`src/rtl/muldiv_pkg.sv`:
```
// muldiv_pkg: op/state encodings and helpers shared by the multiply/divide unit
package muldiv_pkg;
  typedef enum logic [2:0] {
    OP_MUL    = 3'b000,
    OP_MULH   = 3'b001,
    OP_MULHSU = 3'b010,
    OP_MULHU  = 3'b011,
    OP_DIV    = 3'b100,
    OP_DIVU   = 3'b101,
    OP_REM    = 3'b110,
    OP_REMU   = 3'b111
  } muldiv_op_e;
  typedef enum logic [1:0] {
    S_IDLE,
    S_CALC,
    S_DONE
  } muldiv_state_e;
  function automatic logic is_div(input muldiv_op_e op);
    return op[2];
  endfunction
endpackage

```
`src/rtl/muldiv_step.sv`:
```
// muldiv_step: one shift-add multiply or restoring-divide iteration; i_acc/i_opd/i_div in, o_acc/o_qbit out
module muldiv_step #(
  parameter int XLEN = 64
) (
  input  logic [2*XLEN-1:0] i_acc,
  input  logic [XLEN-1:0]   i_opd,
  input  logic              i_div,
  output logic [2*XLEN-1:0] o_acc,
  output logic              o_qbit
);
  logic [XLEN:0]   w_sum;
  logic [XLEN:0]   w_rem;
  logic [XLEN+1:0] w_diff;
  always_comb begin
    w_sum = {1'b0, i_acc[2*XLEN-1:XLEN]} + (i_acc[0] ? {1'b0, i_opd} : '0);
    w_rem = i_acc[2*XLEN-1:XLEN-1];
    w_diff = {1'b0, w_rem} - {2'b0, i_opd};
    o_qbit = i_div & ~w_diff[XLEN+1];
    o_acc = i_div ? {o_qbit ? w_diff[XLEN-1:0] : w_rem[XLEN-1:0], i_acc[XLEN-2:0], 1'b0}
                  : {w_sum, i_acc[XLEN-1:1]};
  end
endmodule

```
`src/rtl/muldiv_unit.sv`:
```
// muldiv_unit: iterative RV64M mul/div; i_start/i_op/i_word/i_a/i_b/i_flush in, o_busy/o_done/o_result out
module muldiv_unit import muldiv_pkg::*; #(
  parameter int XLEN = 64
) (
  input  logic            clk,
  input  logic            rst,
  input  logic            i_start,
  input  logic [2:0]      i_op,
  input  logic            i_word,
  input  logic [XLEN-1:0] i_a,
  input  logic [XLEN-1:0] i_b,
  input  logic            i_flush,
  output logic            o_busy,
  output logic            o_done,
  output logic [XLEN-1:0] o_result
);
  localparam int CW = $clog2(XLEN);
  localparam logic [XLEN-1:0] MIN_NEG = {1'b1, {(XLEN-1){1'b0}}};
  muldiv_state_e r_state, w_state_nxt;
  muldiv_op_e r_op, w_op;
  logic r_word, r_sa, r_sb;
  logic [CW-1:0] r_cnt;
  logic [2*XLEN-1:0] r_acc, w_acc_init, w_step_acc, w_acc_nxt, w_prod;
  logic [XLEN-1:0] r_opd, r_result, w_opd_init;
  logic [XLEN-1:0] w_a_ext, w_b_ext, w_a_mag, w_b_mag, w_a_val, w_spec_res, w_q, w_r, w_dv, w_fin;
  logic w_word, w_a_sgn, w_b_sgn, w_sa, w_sb, w_b_zero, w_ovf, w_special, w_accept, w_last, w_qbit;
  function automatic logic [XLEN-1:0] ext32(input logic [31:0] v, input logic s);
    ext32 = {XLEN{s & v[31]}};
    ext32[31:0] = v;
  endfunction
  muldiv_step #(.XLEN(XLEN)) u_step (
    .i_acc  (r_acc),
    .i_opd  (r_opd),
    .i_div  (is_div(r_op)),
    .o_acc  (w_step_acc),
    .o_qbit (w_qbit)
  );
  // MULW keeps only the low 32 product bits, which are sign-agnostic, so its operands are taken unsigned
  always_comb begin
    w_op = muldiv_op_e'(i_op);
    w_word = XLEN == 64 && i_word && (w_op == OP_MUL || is_div(w_op));
    w_a_sgn = is_div(w_op) ? ~i_op[0] : w_op != OP_MULHU && !w_word;
    w_b_sgn = is_div(w_op) ? ~i_op[0] : ~i_op[1] && !w_word;
    w_a_ext = w_word ? ext32(i_a[31:0], w_a_sgn) : i_a;
    w_b_ext = w_word ? ext32(i_b[31:0], w_b_sgn) : i_b;
    w_sa = w_a_sgn & w_a_ext[XLEN-1];
    w_sb = w_b_sgn & w_b_ext[XLEN-1];
    w_a_mag = w_sa ? -w_a_ext : w_a_ext;
    w_b_mag = w_sb ? -w_b_ext : w_b_ext;
    w_acc_init = is_div(w_op) ? {{XLEN{1'b0}}, w_word ? w_a_mag << 32 : w_a_mag} : {{XLEN{1'b0}}, w_b_mag};
    w_opd_init = is_div(w_op) ? w_b_mag : w_a_mag;
    w_a_val = w_word ? ext32(i_a[31:0], 1'b1) : i_a;
    w_b_zero = w_word ? i_b[31:0] == '0 : i_b == '0;
    w_ovf = ~i_op[0] && (w_word ? i_a[31:0] == 32'h8000_0000 && i_b[31:0] == '1 : i_a == MIN_NEG && i_b == '1);
    w_special = is_div(w_op) && (w_b_zero || w_ovf);
    w_spec_res = w_b_zero ? (i_op[1] ? w_a_val : '1) : (i_op[1] ? '0 : w_a_val);
    w_accept = r_state == S_IDLE && i_start && !i_flush;
    w_last = r_cnt == (r_word ? CW'(31) : CW'(XLEN-1));
    w_acc_nxt = {w_step_acc[2*XLEN-1:1], w_step_acc[0] | w_qbit};
    w_prod = r_sa ^ r_sb ? -w_acc_nxt : w_acc_nxt;
    w_q = r_sa ^ r_sb ? -w_acc_nxt[XLEN-1:0] : w_acc_nxt[XLEN-1:0];
    w_r = r_sa ? -w_acc_nxt[2*XLEN-1:XLEN] : w_acc_nxt[2*XLEN-1:XLEN];
    w_dv = r_op[1] ? w_r : w_q;
    // after 32 shift-right steps the 32x32 product sits in the middle of the accumulator
    w_fin = is_div(r_op) ? (r_word ? ext32(w_dv[31:0], 1'b1) : w_dv)
          : r_word ? ext32(w_acc_nxt[XLEN-1 -: 32], 1'b1)
          : r_op == OP_MUL ? w_prod[XLEN-1:0] : w_prod[2*XLEN-1:XLEN];
  end
  always_comb begin
    w_state_nxt = r_state;
    case (r_state)
      S_IDLE: if (w_accept && w_special) w_state_nxt = S_DONE;
              else if (w_accept) w_state_nxt = S_CALC;
      S_CALC: if (i_flush) w_state_nxt = S_IDLE;
              else if (w_last) w_state_nxt = S_DONE;
      default: w_state_nxt = S_IDLE;
    endcase
  end
  always_ff @(posedge clk) r_state <= rst ? S_IDLE : w_state_nxt;
  always_ff @(posedge clk) begin
    if (rst) begin
      r_op <= OP_MUL;
      r_word <= 1'b0;
      r_sa <= 1'b0;
      r_sb <= 1'b0;
      r_cnt <= '0;
      r_acc <= '0;
      r_opd <= '0;
      r_result <= '0;
    end else if (w_accept) begin
      r_op <= w_op;
      r_word <= w_word;
      r_sa <= w_sa;
      r_sb <= w_sb;
      r_cnt <= '0;
      r_acc <= w_acc_init;
      r_opd <= w_opd_init;
      if (w_special) r_result <= w_spec_res;
    end else if (r_state == S_CALC) begin
      r_acc <= w_acc_nxt;
      r_cnt <= r_cnt + 1'b1;
      if (w_last && !i_flush) r_result <= w_fin;
    end
  end
  assign o_busy = r_state == S_CALC;
  assign o_done = r_state == S_DONE;
  assign o_result = r_result;
endmodule

```
`config.mk`:
```
export PLATFORM = sky130hd
export DESIGN_NAME = muldiv_unit
export DESIGN_NICKNAME = d
export VERILOG_FILES = /design/src/rtl/muldiv_pkg.sv /design/src/rtl/muldiv_step.sv /design/src/rtl/muldiv_unit.sv
export SDC_FILE = /design/constraint.sdc
export NUM_CORES = 2
export LEC_CHECK = 0
export CAP_MARGIN = 10
export CORE_MARGIN = 2
export CORE_UTILIZATION = 51
export DETAILED_ROUTE_END_ITERATION = 6
export HOLD_SLACK_MARGIN = 0.12
export MAX_ROUTING_LAYER = met4
export PLACE_DENSITY = 0.72
export SLEW_MARGIN = 20
export SYNTH_ARGS = -nofsm -noshare
export SYNTH_HDL_FRONTEND = slang
export SYNTH_SLANG_ARGS = --single-unit
```
`constraint.sdc`:
```
create_clock -name clk -period 5.5 [get_ports clk]
set_input_delay 1.1 -clock clk [delete_from_list [all_inputs] [get_ports clk]]
set_output_delay 1.1 -clock clk [all_outputs]
set_load 0.01 [all_outputs]
```
==> impl_metrics.csv <==
group,metric,value,unit
detailed_routing,routed_wl,209000,um
clocking,cts-htree-levels,2,
power_and_ir_drop,cellPowerDensity,208,nW/um^2
timing,fin_crit,5550,ps
detailed_routing,dr.pass1.iters,7,
finish,instances_no_fill,7233,
floorplan,start_util,51.3,%
logic_synthesis,ys_types,112,
grt,grt_pass1_wl,297000,um
setup_path,arrival,6040,ps
place,place_ws,-267,ps
place,gp_congestion,1.16,
outcome,status,"finished with violations",
clocking,cts_tree,"done",
clocking,hold_buffers,0,
clocking,clock-root-buffer,"clkbuf_16",
timing,setup_ws,-52.6,ps
logic_synthesis,synth.avg_cell_area,6.63,um^2
timing,setup_viol,7,
place,port_buffers,201,
finish,layout_commonest_cell,"buf_4",
place,dp_hpwl,162000,um
finish,layout-drive-gt1-share,21.8,%
detailed_routing,viasPerCell,6.92,
detailed_routing,ant_nets,0,
logic_synthesis,synth_seq_cells,270,
timing,timing.fmax,0.180,GHz
clocking,insertion_delay,590,ps
finish,fillerInstances,6187,
setup_path,start_kind,"register",
power_and_ir_drop,power_leakage,19.4,nW
outcome,violations,"DRC, setup timing",
logic_synthesis,synth_edf_count,0,
logic_synthesis,synth_flop_cell,"dfxtp_1",
finish,regArea,5430,um^2
grt,grt_pass1_vias,45364,
finish,fin_nets,6526,
floorplan,boundaryPins,202,
clocking,clk_pin_slew_worst_paths,60,ps
setup_path,worstPathMaxFanout,8,
logic_synthesis,synth_area,35800,um^2
logic_synthesis,async_flop_share,0,%
place,dpl.cell_count,7130,
setup_path,worstPathRequired,5990,ps
power_and_ir_drop,p_total,9.92,mW
detailed_routing,avgRoutedWirePerCell,28.8,um
detailed_routing,drt_iter0_drc,8323,
clocking,clock-sinks,270,
logic_synthesis,yosys_warnings,0,
grt,antenna_found_initial,11,
finish,syn2layout_area_growth,33.3,%
timing,rsz0062_at_grt,"yes",
hold_path,hold_class,"register to register",
logic_synthesis,yosysSeqAreaShare,15.1,%
clocking,cts_max_path_buffers,3,
logic_synthesis,syn_inst,5401,
clocking,cts_inserted_buffers,35,
timing,relSlewSlack,5.64,%
power_and_ir_drop,irDropWorstVdd,181,uV
logic_synthesis,synth_top_area_cell,"dfxtp_1",
setup_path,crit_path_end_kind,"register",
floorplan,die_h,269,um
floorplan,core-area,69800,um^2
logic_synthesis,syn_nets,5673,
timing,hold_viol,0,
grt,grt.overflow.total,0,
floorplan,dieWidth,269,um
timing,fin_crit_sh,101,%
detailed_routing,routed-via-count,50024,
setup_path,path_class,"register to register",
timing,tns,-192,ps
logic_synthesis,yosysTopAreaCellShare,15.1,%
logic_synthesis,synthTopCellsByArea,"dfxtp_1 15%, a21oi_1 8.8%, nand2_1 6.4%",
floorplan,die-area,72400,um^2
floorplan,core.rowCount,97,
finish,layout_common_cells,"998 x buf_4, 617 x a21oi_1, 602 x nand2_1, 549 x nor2_1, 357 x o21ai_0",
grt,track_usage,57.0,%
grt,grt_max_degree,169,
timing,fin_skew,36.3,ps
finish,multi_input_area,29300,um^2
timing,worst_pin_slew,1410,ps
run,cap_violations,0,
detailed_routing,drc,1,
timing,maxSlewViolCount,0,
final timing paths:
| check | from | endpoint | slack (ps) | cells after the start |
|---|---|---|---|---|
| worst max-delay path | r_opd[6] | o_result[47] | -50 | 23 |
| worst min-delay path | o_result[4] | o_result[4] | 470 | 2 |
| worst max register to register | r_opd[6] | o_result[47] | -50 | 23 |
| worst min register to register | o_result[4] | o_result[4] | 470 | 2 |
worst max-delay path, cell delays in order, from the launching register on:
cell and delay (ps):
dfxtp_2 430, inv_1 100, ha_1 360, buf_4 150
nand2_1 90, buf_4 160, a211o_1 280, a21o_1 230
a21oi_1 270, buf_4 180, a21oi_1 80, xor2_1 260
o211ai_1 280, a2111oi_4 570, nand3_2 170, buf_4 180
or4_1 540, a31oi_1 210, buf_4 180, nor2_1 50
buf_4 180, o221ai_1 90, nand3_1 220, a31oi_1 190
per-stage QoR:
step / instance area (um^2) / hold slack [ps] / util, %
final: 47800 / 468 / 68.4
after global routing: 47800 / 482 / 68.4
after CTS: 46600 / 469 / 66.8
after detailed placement: 45100 / 456 / 64.6
after global placement: 45100 / 446 / 64.6
after floorplan: 35800 / 440 / -
repair_timing:
item / CTS / global route
setup buffers: 3 / 27
pin swaps: 4 / 88
gates resized for setup: 28 / 197
setup endpoints to repair: 39 / 58
power breakdown:
group / total [mW] / switching, mW / leakage [nW] / internal [mW]
sequential: 2.13 / 0.104 / 2.20 / 2.03
combinational: 4.93 / 3.10 / 16.5 / 1.83
clock: 2.86 / 1.06 / 0.679 / 1.80
total: 9.92 / 4.26 / 19.4 / 5.66
flip-flops by register name, indices dropped and copies added, names as in the netlist:
| signal | cells |
|---|---|
| r_acc | 128 |
| o_result | 64 |
| r_opd | 64 |
| r_cnt | 6 |
| r_op | 3 |
| r_state | 2 |
| r_sa | 1 |
| r_sb | 1 |
| r_word | 1 |
Yosys cell counts, types with 41 or more instances:
| cell | n |
|---|---|
| or3_1 | 59 |
| xor2_1 | 134 |
| nor3_1 | 166 |
| dfxtp_1 | 270 |
| a21o_1 | 81 |
| clkbuf_1 | 317 |
| nor2_1 | 561 |
| a211oi_1 | 103 |
| o31ai_1 | 57 |
| xnor2_1 | 171 |
| nor4_1 | 52 |
| and3_1 | 47 |
| buf_1 | 41 |
| inv_1 | 128 |
| a31oi_1 | 106 |
| o211ai_1 | 133 |
| nand4_1 | 105 |
| mux2i_1 | 97 |
| ha_1 | 134 |
| o21ai_0 | 373 |
| and2_1 | 95 |
| nand2_1 | 608 |
| a21oi_1 | 629 |
| nand3_1 | 165 |
area by class of cell:
class | count | area share (%)
Tap cell | 940 | 2.46
Inverter | 129 | 1.02
Timing Repair Buffer | 1223 | 20.7
Clock buffer | 45 | 2.17
Clock inverter | 18 | 0.739
Antenna cell | 13 | 0.0681
Multi-Input combinational cell | 4595 | 61.4
Sequential cell | 270 | 11.4
cell families (layout without fill, tap and decap cells):
family                   Yosys count  after routing  share of synthesized area, %
buffers and inverters            536           1415                          5.94
AND/OR/NAND/NOR                 2086           2086                          28.1
AO/OA/AOI/OAI                   1933           1933                          34.8
other                              0             13                             0
flip-flops                       270            270                          15.1
multiplexers                     109            109                          3.09
adder cells (fa/ha/maj)          162            162                          5.52
XOR/XNOR                         305            305                          7.46
per-layer routing:
layer	GRT usage, %	up-vias	share of wire [%]
met5	-	-	0
met4	47.6	0	11
met3	21.7	1172	15
met2	78.3	4011	39
met1	65.0	23035	35
li1	-	21806	-
Note: power is estimated with default switching activity, not from simulation.
